[src/rtl/inverse_stride_pkg.sv]
// Shared types and address helper for the inverse stride permutation block.
package inverse_stride_pkg;

  // Single-bank frame phase: collecting a frame, or emitting it.
  typedef enum logic {
    FILL  = 1'b0,
    DRAIN = 1'b1
  } state_e;

  // Read order for the inverse stride: even output slots take the first
  // half of the frame, odd slots take the second half.
  function automatic int unsigned inv_stride_addr(input int unsigned idx,
                                                  input int unsigned n);
    return (idx >> 1) + (idx & 32'd1) * (n / 2);
  endfunction

endpackage

[src/rtl/inverse_stride_permutation_if.sv]
// Valid/ready streaming channel carrying one sample per transfer.
interface inverse_stride_permutation_if #(
  parameter int BIT_WIDTH = 32
);
  logic                 val;
  logic                 rdy;
  logic [BIT_WIDTH-1:0] msg;

  modport master (output val, output msg, input rdy);
  modport slave  (input val, input msg, output rdy);
endinterface

[src/rtl/inv_stride_addr_gen.sv]
// Read counter for the drain side; maps the output position to the buffer
// slot holding that sample and flags the last position of a frame.
module inv_stride_addr_gen
  import inverse_stride_pkg::*;
#(
  parameter int N_SAMPLES = 8,
  localparam int IDX_W = $clog2(N_SAMPLES)
) (
  input  logic             clk,
  input  logic             reset_n,
  input  logic             advance,
  output logic [IDX_W-1:0] rd_addr,
  output logic             last
);

  localparam logic [IDX_W-1:0] IDX_LAST = IDX_W'(N_SAMPLES - 1);

  logic [IDX_W-1:0] rd_idx_q;
  logic [IDX_W-1:0] rd_idx_d;

  assign last    = (rd_idx_q == IDX_LAST);
  assign rd_addr = IDX_W'(inv_stride_addr(32'(rd_idx_q), 32'(N_SAMPLES)));

  // Step on each send transfer, returning to 0 after the last position.
  always_comb begin
    rd_idx_d = rd_idx_q;
    if (advance) begin
      rd_idx_d = last ? '0 : rd_idx_q + IDX_W'(1);
    end
  end

  // Read counter register.
  always_ff @(posedge clk or negedge reset_n) begin
    if (!reset_n) begin
      rd_idx_q <= '0;
    end else begin
      rd_idx_q <= rd_idx_d;
    end
  end

endmodule

[src/rtl/inverse_stride_permutation.sv]
// Streaming inverse Pease stride permutation: out[k] = in[k/2 + (k%2)*N/2].
// Optional feature macro INV_STRIDE_PINGPONG_EN: two buffer banks so one
// frame can fill while the previous one drains (1 sample/cycle sustained).
// Without it a single bank alternates between FILL and DRAIN.
module inverse_stride_permutation
  import inverse_stride_pkg::*;
#(
  parameter int N_SAMPLES = 8,
  parameter int BIT_WIDTH = 32
) (
  input  logic                          clk,
  input  logic                          reset_n,
  inverse_stride_permutation_if.slave   recv,
  inverse_stride_permutation_if.master  send
);

  localparam int IDX_W = $clog2(N_SAMPLES);
  localparam logic [IDX_W-1:0] IDX_LAST = IDX_W'(N_SAMPLES - 1);

`ifdef INV_STRIDE_PINGPONG_EN
  localparam int NUM_BANKS = 2;
`else
  localparam int NUM_BANKS = 1;
`endif

  logic                 recv_fire;
  logic                 send_fire;
  logic                 wr_last;
  logic                 rd_last;
  logic [IDX_W-1:0]     rd_addr;
  logic [IDX_W-1:0]     wr_idx_q;
  logic [IDX_W-1:0]     wr_idx_d;
  logic [BIT_WIDTH-1:0] mem_q [NUM_BANKS*N_SAMPLES];
  logic [BIT_WIDTH-1:0] mem_d [NUM_BANKS*N_SAMPLES];

  assign recv_fire = recv.val && recv.rdy;
  assign send_fire = send.val && send.rdy;
  assign wr_last   = (wr_idx_q == IDX_LAST);

  inv_stride_addr_gen #(
    .N_SAMPLES (N_SAMPLES)
  ) u_addr_gen (
    .clk     (clk),
    .reset_n (reset_n),
    .advance (send_fire),
    .rd_addr (rd_addr),
    .last    (rd_last)
  );

  // Write counter: natural arrival order, back to 0 after the last sample.
  always_comb begin
    wr_idx_d = wr_idx_q;
    if (recv_fire) begin
      wr_idx_d = wr_last ? '0 : wr_idx_q + IDX_W'(1);
    end
  end

  // Write counter register.
  always_ff @(posedge clk or negedge reset_n) begin
    if (!reset_n) begin
      wr_idx_q <= '0;
    end else begin
      wr_idx_q <= wr_idx_d;
    end
  end

`ifdef INV_STRIDE_PINGPONG_EN
  logic [1:0]       full_q;
  logic [1:0]       full_d;
  logic             wr_bank_q;
  logic             wr_bank_d;
  logic             rd_bank_q;
  logic             rd_bank_d;
  logic [IDX_W:0]   wr_mem_addr;
  logic [IDX_W:0]   rd_mem_addr;

  assign wr_mem_addr = {wr_bank_q, wr_idx_q};
  assign rd_mem_addr = {rd_bank_q, rd_addr};

  // Bank bookkeeping; a fill and a drain finishing together touch
  // different banks, so both updates simply apply.
  always_comb begin
    full_d    = full_q;
    wr_bank_d = wr_bank_q;
    rd_bank_d = rd_bank_q;
    if (recv_fire && wr_last) begin
      full_d[wr_bank_q] = 1'b1;
      wr_bank_d         = ~wr_bank_q;
    end
    if (send_fire && rd_last) begin
      full_d[rd_bank_q] = 1'b0;
      rd_bank_d         = ~rd_bank_q;
    end
  end

  // Bank flag and pointer registers.
  always_ff @(posedge clk or negedge reset_n) begin
    if (!reset_n) begin
      full_q    <= '0;
      wr_bank_q <= 1'b0;
      rd_bank_q <= 1'b0;
    end else begin
      full_q    <= full_d;
      wr_bank_q <= wr_bank_d;
      rd_bank_q <= rd_bank_d;
    end
  end

  // Handshake outputs decode straight from the bank flags.
  always_comb begin
    recv.rdy = !full_q[wr_bank_q];
    send.val = full_q[rd_bank_q];
  end
`else
  state_e           state_q;
  state_e           state_d;
  logic [IDX_W-1:0] wr_mem_addr;
  logic [IDX_W-1:0] rd_mem_addr;

  assign wr_mem_addr = wr_idx_q;
  assign rd_mem_addr = rd_addr;

  // Next phase: drain once the frame is complete, refill once it is sent.
  always_comb begin
    state_d = state_q;
    case (state_q)
      FILL:    if (recv_fire && wr_last) state_d = DRAIN;
      DRAIN:   if (send_fire && rd_last) state_d = FILL;
      default: state_d = FILL;
    endcase
  end

  // Phase register.
  always_ff @(posedge clk or negedge reset_n) begin
    if (!reset_n) begin
      state_q <= FILL;
    end else begin
      state_q <= state_d;
    end
  end

  // Handshake outputs decode straight from the phase.
  always_comb begin
    recv.rdy = (state_q == FILL);
    send.val = (state_q == DRAIN);
  end
`endif

  // Capture the accepted sample into its arrival slot.
  always_comb begin
    mem_d = mem_q;
    if (recv_fire) begin
      mem_d[wr_mem_addr] = recv.msg;
    end
  end

  // Sample storage; contents are don't-care after reset, so no reset term.
  always_ff @(posedge clk) begin
    mem_q <= mem_d;
  end

  // Output is zero whenever no sample is being offered.
  always_comb begin
    send.msg = send.val ? mem_q[rd_mem_addr] : '0;
  end

endmodule

[src/flat_wrapper.sv]
// flat-port wrapper written by rule: the top's interface ports become plain ports
module inverse_stride_permutation_flat import inverse_stride_pkg::*;
#(
  parameter int N_SAMPLES = 8,
  parameter int BIT_WIDTH = 32
)
  (clk, reset_n, recv_val, recv_msg, recv_rdy, send_val, send_msg, send_rdy);
  inverse_stride_permutation_if #(.BIT_WIDTH(BIT_WIDTH)) recv_i ();
  inverse_stride_permutation_if #(.BIT_WIDTH(BIT_WIDTH)) send_i ();
  input  logic clk;
  input  logic reset_n;
  input wire logic [$bits(recv_i.val)-1:0] recv_val;
  input wire logic [$bits(recv_i.msg)-1:0] recv_msg;
  output wire logic [$bits(recv_i.rdy)-1:0] recv_rdy;
  output wire logic [$bits(send_i.val)-1:0] send_val;
  output wire logic [$bits(send_i.msg)-1:0] send_msg;
  input wire logic [$bits(send_i.rdy)-1:0] send_rdy;
  assign recv_i.val = recv_val;
  assign recv_i.msg = recv_msg;
  assign recv_rdy = recv_i.rdy;
  assign send_val = send_i.val;
  assign send_msg = send_i.msg;
  assign send_i.rdy = send_rdy;
  inverse_stride_permutation #(.N_SAMPLES(N_SAMPLES), .BIT_WIDTH(BIT_WIDTH)) u_core (.clk(clk), .reset_n(reset_n), .recv(recv_i), .send(send_i));
endmodule
[config.mk]
export PLATFORM = sky130hd
export DESIGN_NAME = inverse_stride_permutation_flat
export DESIGN_NICKNAME = d
export VERILOG_FILES = /design/src/rtl/inverse_stride_pkg.sv /design/src/rtl/inverse_stride_permutation_if.sv /design/src/rtl/inv_stride_addr_gen.sv /design/src/rtl/inverse_stride_permutation.sv /design/src/flat_wrapper.sv
export SDC_FILE = /design/constraint.sdc
export NUM_CORES = 1
export LEC_CHECK = 0
export BUFFER_PORTS_ARGS = -buffer_cell sky130_fd_sc_hd__buf_4
export CELL_PAD_IN_SITES_DETAIL_PLACEMENT = 1
export CELL_PAD_IN_SITES_GLOBAL_PLACEMENT = 1
export CORE_ASPECT_RATIO = 1.1
export CORE_UTILIZATION = 48
export DETAILED_ROUTE_END_ITERATION = 7
export GPL_ROUTABILITY_DRIVEN = 0
export PLACE_DENSITY = 0.87
export SLEW_MARGIN = 10
export SYNTH_ARGS = -nofsm -noshare
export SYNTH_HDL_FRONTEND = slang
export SYNTH_SLANG_ARGS = --single-unit
export TNS_END_PERCENT = 20
[constraint.sdc]
create_clock -name clk -period 3.47 [get_ports clk]
set_clock_uncertainty 0.2 [all_clocks]
set_input_delay 0.694 -clock clk [delete_from_list [all_inputs] [get_ports clk]]
set_output_delay 0.694 -clock clk [all_outputs]
set_load 0.01 [all_outputs]
* Word level (Yosys, flattened, before mapping)
Cells that the tools add are included.
** Word-level totals
- Output and inout port bits :: 34
- Input port bits :: 36
- Bits in registers :: 263
- Word-level logic and storage cells :: 39
** Cells by class
- Order comparisons :: 3
- Equality and inequality tests :: 2
- Bitwise operators :: 3
- Multiplexer cells :: 12
- Reduce and logical (&&, ||, !) cells :: 5
- Add/subtract/negate cells :: 3
** Operators by type and width (count)
- $bwmux 256 :: 1
- $mux 32 :: 4
- $bmux 32 s3 :: 1
- $demux 32 s3 :: 1
- $ge 4x4->1 const B :: 2
- $not 3->4 :: 2
- $add 3x1->3 const B :: 2
- $eq 3x3->1 const B :: 2
- $mux 3 :: 2
- $logic_and 1x1->1 :: 5
- $lt 4x1->1 const B :: 1
- $add 2x3->3 :: 1
- $mux 1 :: 2
- $pmux 1 s2 :: 1
- $not 1->1 :: 1

* Depth between registers and ports, before layout
Gate-level depths: netlist (run 1).
- Depth after elaboration :: 6
- Gate-level depth with buffers :: 5
- Gate-level depth less buffers :: 4

* Cells and area by module
A second synthesis (run 1) with hierarchy kept.
** Unflattened totals
- Cell total of the unflattened synthesis :: 442
- Area, all modules :: 10139.7 um2
** Modules (own cells, without submodules)
- inverse_stride_permutation :: area each 10002.1 um2, times used 1, sequential area each 7787.5 um2, cells each 433
- inv_stride_addr_gen :: area each 137.6 um2, times used 1, sequential area each 75.1 um2, cells each 9

* Worst setup path before layout (run 1)
Ideal clock, no wire load.
- Path type :: input-to-reg
- Start point :: in recv_val
- End point :: reg u_core.mem_q[224] in the netlist's numbering, enable pin
- Arrival time :: 3.356 ns
- Library setup time :: 0.461 ns
- Path slack :: -0.547 ns
- Stages :: 3
- Path through :: nor2b_1 > nand2b_1 > nor3_1
** On the way
- Word-level cells in the longest chain between the ends :: 1
** RTL lines
- from (decl) :: line flat_wrapper.sv:12 : input wire logic [$bits(recv_i.val)-1:0] recv_val;
- $logic_and 1x1->1 :: line inverse_stride_permutation.sv:36 : assign recv_fire = recv.val && recv.rdy;
- to (signal assigned) :: line inverse_stride_permutation.sv:159 : mem_q <= mem_d;
- to (decl) :: line inverse_stride_permutation.sv:33 : logic [BIT_WIDTH-1:0] mem_q [NUM_BANKS*N_SAMPLES];
Every way passes these cells.
A chain may end at the register's enable or synchronous reset.

* Worst setup path in the final report (run 1)
- Start point :: reg u_core.u_addr_gen.rd_idx_q[1]
- End point :: out send_msg[16]
** On the way
- Word-level cells in the longest chain between the ends :: 6
** RTL lines
- from (decl) :: line inv_stride_addr_gen.sv:18 : logic [IDX_W-1:0] rd_idx_q;
- from (signal assigned) :: line inv_stride_addr_gen.sv:37 : rd_idx_q <= rd_idx_d;
- $add 2x3->3 :: line inverse_stride_pkg.sv:14 : return (idx >> 1) + (idx & 32'd1) * (n / 2);
- $not 3->4 (implied by the code) :: line inverse_stride_permutation.sv:164 : send.msg = send.val ? mem_q[rd_mem_addr] : '0;
- $bmux 32 s3 :: line inverse_stride_permutation.sv:164
- $mux 32 (implied by the code) (2 in series) :: line inverse_stride_permutation.sv:164
- $mux 32 :: line inverse_stride_permutation.sv:164
- to (decl) :: line flat_wrapper.sv:16 : output wire logic [$bits(send_i.msg)-1:0] send_msg;
Every way passes these cells. The select of a mux whose other input is x is not followed.

==> results.py, run 1 <==
metrics = {
    "run_status": {
        "outcome": "completed",
    },
    "synth": {
        "synthCells": 446,
        "synth_warnings": 0,
        "synth_cell_types": 23,
        "syn-num-nets": 486,
        "syn_avg_cell_area_um2": 22.70,
        "synth-seq-cells": 263,
        "syn_area_um2": 10120,
        "ys_seq_area_share_pct": 77.68,
    },
    "placement": {
        "place_ws_ns": 0.5124,
        "postPlaceCellArea_um2": 11060,
        "portBuffers": 69,
        "dp.cells": 767,
        "dpl.hpwl_um": 12480,
    },
    "setup_path": {
        "crit_path_start_kind": "flip-flop",
        "crit_required_ns": 2.58,
        "crit_path_end_kind": "output pin",
        "crit_arrival_ns": 2.41,
        "path_class": "flip-flop to output pin",
        "worstPathMaxFanout": 13,
    },
    "sta": {
        "rsz0062_at_grt": "no",
        "fmax_mhz": 302.4,
        "fin_crit_ns": 3.307,
        "timing.final.hold_violations": 0,
        "setup_viol": 0,
        "fin_ws_ns": 0.1632,
        "final.period_utilization_pct": 95.30,
        "relSlewSlack_pct": 57.07,
        "finalMaxSlewViolations": 0,
        "tightestPinTransition_ns": 0.6424,
        "tns_ns": 0,
    },
    "die": {
        "fp.dieH_um": 154.3,
        "dieArea_um2": 21670,
        "core_area_um2": 20640,
        "start_util_pct": 49.03,
        "ioPinCount": 70,
        "fp.dieW_um": 140.5,
        "rows": 55,
    },
    "global_route": {
        "track_usage_pct": 20.13,
        "use_met3_pct": 3.220,
        "grtUsageMet1_pct": 26.74,
        "grt_max_degree": 36,
        "grt_pass1_vias": 5192,
        "grt_overflow": 0,
        "grt_pass1_wl_um": 31950,
        "grt_busiest_layer": "met2",
        "antenna_found_initial": 0,
        "met2_usage_pct": 35.29,
    },
    "power_and_ir_drop": {
        "power_uw": 9519,
        "p_int_uw": 6800,
        "seqPwrFrac_pct": 42.3,
        "clkPwrFrac_pct": 29.1,
        "p_leak_uw": 0.003981,
        "switchingPower_uw": 2719,
        "comb_power_share_pct": 28.6,
        "sw_frac_of_total_pct": 28.56,
        "vdd_ir_drop_max_mv": 0.4729,
        "p_per_area_nw_per_um2": 798.0,
    },
    "clock_network": {
        "cts.sinks": 263,
        "cts_buffer_depth": 3,
        "clock-root-buffer": "clkbuf_16",
        "ctsResizeCount": 0,
        "cts_buffers": 27,
        "cts.clk_slew.worst_paths_ns": 0.06,
        "insertion_delay_ns": 0.51,
        "cts-htree-levels": 1,
        "cts_tree": "done",
    },
    "drt": {
        "first_pass_iters": 5,
        "vias": 4702,
        "via_per_inst": 5.748,
        "wire_per_inst_um": 25.90,
        "drt-initial-drc-count": 299,
        "ant_nets": 0,
        "routed_wl_um": 21190,
        "route.detailed.drc": 0,
    },
    "cells_and_area": {
        "diodes": 0,
        "area_growth_pct": 17.84,
        "finalNonFillerCells": 818,
        "multiInputGateArea_um2": 2152,
        "fin_area_um2": 11930,
        "post_route_cells_drive_above_1_share_pct": 35.23,
        "fin_nets": 582,
        "regArea_um2": 7869,
        "fillCellCount": 1787,
    },
    "flow_run": {
        "timing.max_cap.violations": 0,
    },
    "hold_path": {
        "hp-class": "input pin to flip-flop",
    },
}
## path summary, 6_finish.rpt
check | startpoint | end | slack [ns] | cells past startpoint
worst max-delay path | u_core.u_addr_gen.rd_idx_q[1]$_DFFE_PN0P_ | send_msg[16] | 0.16 | 5
worst min-delay path | send_rdy | u_core.send.val$_DFF_PN0_ | 0.19 | 2
worst max register to register | u_core.send.val$_DFF_PN0_ | u_core.mem_q[129]$_DFFE_PP_ | 0.95 | 4
worst min register to register | u_core.send.val$_DFF_PN0_ | u_core.send.val$_DFF_PN0_ | 0.39 | 1
max in group asynchronous | reset_n | u_core.u_addr_gen.rd_idx_q[1]$_DFFE_PN0P_ | 2.59 | 2
min in group asynchronous | reset_n | u_core.u_addr_gen.rd_idx_q[2]$_DFFE_PN0P_ | 0.34 | 2
## final cells by class
cell class                 count  area share (%)
multi-input combinational    160           18.04
sequential                   263           65.97
clock buffer                  35           5.916
clock inverter                14           1.175
inverter                       2         0.06294
timing repair buffer          88           6.147
tap                          256           2.685
## metal layers
metal	routed length, µm	part of all wire, %
met1	8767	41
met3	1178	5.6
met2	10980	52
met4	257	1.2
met5	0	0
## power by group through the flow
stage / clock, µW / combinational (µW) / sequential (µW)
after detailed placement: 0 / 2700 / 4110
final: 2770 / 2720 / 4020
after global routing: 2930 / 2920 / 4050
after global placement: 0 / 2600 / 4070
after floorplan: 0 / 1870 / 3900
after CTS: 2820 / 2770 / 4030
## Yosys cell counts
cell	count	share of area [%]
ha_1	4	0.49
inv_1	2	0.074
a31oi_1	1	0.062
a21o_1	1	0.074
nor2_1	39	1.4
buf_2	10	0.49
nand2_1	5	0.19
buf_12	2	0.40
edfxtp_1	256	76
dfrtp_1	7	1.7
mux4_2	63	14
clkbuf_1	5	0.19
nand2b_1	3	0.19
o21ai_0	2	0.099
mux2_2	3	0.33
mux2i_1	32	3.2
buf_6	2	0.22
nor3_1	3	0.15
a21oi_1	1	0.049
buf_8	2	0.30
mux4_1	1	0.26
nor2b_1	1	0.062
nand3b_1	1	0.074
## flip-flops by register name, summed over array words and instances (netlist names)
signal,flops
u_core.send.val,1
u_core.mem_q,256
u_core.u_addr_gen.rd_idx_q,3
u_core.wr_idx_q,3
## cells in the final DEF (no fill, tap or decap), types with 2 or more instances in the layout
cell type	n
mux2_2	3
dfrtp_2	2
o21ai_0	2
edfxtp_1	256
bufinv_16	3
dfrtp_1	4
clkinv_1	7
nand2b_1	3
nor2_4	6
ha_1	4
mux4_2	63
buf_4	81
clkbuf_16	27
nand2_1	5
nor2_1	33
clkinv_2	3
mux2i_1	32
buf_12	5
clkbuf_1	8
inv_1	2
## critical path, stage by stage, from the launching register on
cell and delay, ns:
dfrtp_4 0.61, buf_4 0.27, mux4_2 0.51, mux2i_1 0.22, nor2_1 0.10, buf_4 0.18
## stage by stage
step | utilization, % | hold WS [ns]
2_1_floorplan | - | 0.1984
3_3_place_gp | 53.56 | 0.3117
3_5_place_dp | 53.56 | 0.3128
4_1_cts | 57.78 | 0.1762
5_1_grt | 57.78 | 0.1842
6_report | 57.78 | 0.1935
## what timing repair did
action | in CTS | in global routing
buffers inserted | 1 | 0
endpoints found under the setup margin | 6 | 0
endpoints found under the hold margin | 7 | 0
hold buffers | 1 | 0
## cells by family (layout without fill, tap and decap cells)
group / after synthesis / after routing / share of synthesized area (%)
mux: 99 / 99 / 17.78
buf+inv: 23 / 139 / 1.669
simple gates: 52 / 52 / 2.101
flops: 263 / 263 / 77.68
compound gates: 5 / 5 / 0.2843
fa+ha+maj: 4 / 4 / 0.4945
No activity file was read; power rests on OpenSTA's default activity.
==> inputs of run 2 (changes only) <==
- CORE_UTILIZATION: 48 -> 34
- HOLD_SLACK_MARGIN: default -> 0.12
- PLACE_DENSITY: 0.87 -> 0.69
==> results.py, run 2 (same netlist as run 1, synthesis figures left out) <==
metrics = {
    "run_status": {
        "outcome": "finished with violations",
        "violations": "design-rule violations",
    },
    "setup_path": {
        "crit_path_end_kind": "output pin",
        "setup.worst_path.start": "u_core.u_addr_gen.rd_idx_q[1]$_DFFE_PN0P_",
        "reg2reg_from": "u_core.send.val$_DFF_PN0_",
        "ff2ff_path_depth": 4,
        "crit_required_ns": 2.58,
        "path_class": "flip-flop to output pin",
        "crit_path_start_kind": "flip-flop",
        "crit_arrival_ns": 2.42,
        "worstPathMaxFanout": 24,
        "reg2reg_to": "u_core.mem_q[224]$_DFFE_PP_",
        "r2r_slack_ns": 1.02,
    },
    "cells_and_area": {
        "largest_register": "u_core.mem_q",
        "layout_common_cells": "edfxtp_1, buf_4, mux4_2",
        "fin_area_um2": 12180,
        "largestRegisters": "u_core.mem_q (256), u_core.u_addr_gen.rd_idx_q (3), u_core.wr_idx_q (3)",
        "mostFrequentLayoutCell": "edfxtp_1",
        "post-route-util_pct": 42.07,
        "fillCellCount": 2694,
        "area_growth_pct": 20.33,
        "largest_reg_flops": 256,
        "post_route_cells_drive_above_1_share_pct": 37.48,
        "fin_nets": 585,
    },
    "sta": {
        "finalMaxSlewViolations": 0,
        "fin_crit_ns": 3.317,
        "tightestPinTransition_ns": 0.9437,
        "tns_ns": 0,
        "rsz0062_at_grt": "no",
        "relSlewSlack_pct": 37.02,
        "final.period_utilization_pct": 95.59,
        "holdWs_ns": 0.1682,
        "timing.final.hold_violations": 0,
        "fin_ws_ns": 0.1530,
        "fmax_mhz": 301.5,
        "setup_viol": 0,
    },
    "clock_network": {
        "cts_buffer_depth": 3,
        "cts_tree": "done",
        "cts_buffers": 25,
        "cts.clk_slew.worst_paths_ns": 0.07,
        "cts.sinks": 263,
        "insertion_delay_ns": 0.52,
        "cts-htree-levels": 1,
        "clock-root-buffer": "clkbuf_16",
    },
    "die": {
        "fp.dieH_um": 183.0,
        "core_area_um2": 28950,
        "rows": 65,
        "start_util_pct": 34.96,
        "fp.dieW_um": 166.5,
        "ioPinCount": 70,
        "dieArea_um2": 30470,
    },
    "drt": {
        "via_per_inst": 5.003,
        "top_layer": "met4",
        "route.detailed.drc": 10,
        "ant_nets": 0,
        "vias": 4668,
        "wl_met3_um": 958,
        "route.met2.wl_um": 11120,
        "routed_wl_um": 21340,
        "met1Wirelength_um": 8949,
        "first_pass_iters": 6,
        "drt-initial-drc-count": 294,
        "wire_per_inst_um": 22.88,
    },
    "global_route": {
        "track_usage_pct": 14.24,
        "grt_pass1_vias": 5320,
        "grt_max_degree": 38,
        "grt_pass1_wl_um": 32600,
        "grt_overflow": 0,
        "antenna_found_initial": 1,
    },
    "power_and_ir_drop": {
        "p_leak_uw": 0.004031,
        "vdd_ir_drop_max_mv": 0.4371,
        "p_per_area_nw_per_um2": 795.8,
    },
    "placement": {
        "postPlaceCellArea_um2": 11250,
        "dpl.hpwl_um": 12830,
        "place_ws_ns": 0.5651,
        "portBuffers": 69,
    },
    "flow_run": {
        "timing.max_cap.violations": 0,
    },
    "hold_path": {
        "hp-class": "input pin to flip-flop",
        "min_to": "u_core.send.val$_DFF_PN0_",
        "holdCritStartpoint": "send_rdy",
        "min_path_cells": 2,
    },
}
==> run 2: cell count changes in the layout (fill, tap and decap cells not counted), sizes merged <==
cell	delta
clkbuf	-9
buf	+5
clkinv	-4
clkinvlp	+4
bufinv	+3
diode	+2
inv	+2
==> run 2: metrics by stage <==
stage | power, µW | instances
after global routing | 10130 | 931
after CTS | 9858 | 931
after detailed placement | 6885 | 885
after global placement | 6790 | 885
final | 9693 | 933
after floorplan | 5772 | 446
==> run 2: area by class of cell <==
| cell class | instances | area [µm²] | area share, % |
|---|---|---|---|
| Sequential cell | 263 | 7869 | 64.60 |
| Multi-Input combinational cell | 160 | 2152 | 17.67 |
| Timing Repair Buffer | 93 | 779.5 | 6.400 |
| Clock buffer | 26 | 629.4 | 5.167 |
| Tap cell | 368 | 460.4 | 3.780 |
| Clock inverter | 19 | 277.8 | 2.280 |
| Inverter | 2 | 7.507 | 0.06163 |
| Antenna cell | 2 | 5.005 | 0.04109 |
==> run 2: metal layers <==
metal	vias to the layer above	GRT usage (%)
li1	2046	-
met1	2501	17.55
met2	92	26.17
met3	29	2.654
met4	0	2.741
met5	-	0
==> run 2: worst max-delay path by stage <==
stage	endpoint	slack [ns]	cells past startpoint
6_report	send_msg[8]	0.15	5
5_1_grt	send_msg[31]	0.03	5
4_1_cts	send_msg[31]	0.02	5
3_5_place_dp	send_msg[31]	0.57	5
3_3_place_gp	send_msg[31]	0.64	5
2_1_floorplan	u_core.mem_q[192]$_DFFE_PP_	-0.55	3
==> run 2: critical path, stage by stage, from the launching register on <==
cell	delay (ns)
dfrtp_4	0.55
buf_12	0.27
mux4_2	0.53
mux2i_1	0.31
nor2_1	0.09
buf_4	0.15
==> run 2: timing repair <==
action                                 4_1_cts  5_1_grt
endpoints found under the hold margin        7        0
hold buffers                                 1        0
buffers inserted                             0        0
gates resized for setup                      0        1
setup endpoints to repair                    0        1
==> run 2: power breakdown <==
group / switching (µW) / internal (µW) / total, µW
combinational: 1350 / 1400 / 2750
sequential: 224 / 3760 / 3990
clock: 1170 / 1780 / 2960
total: 2750 / 6950 / 9690
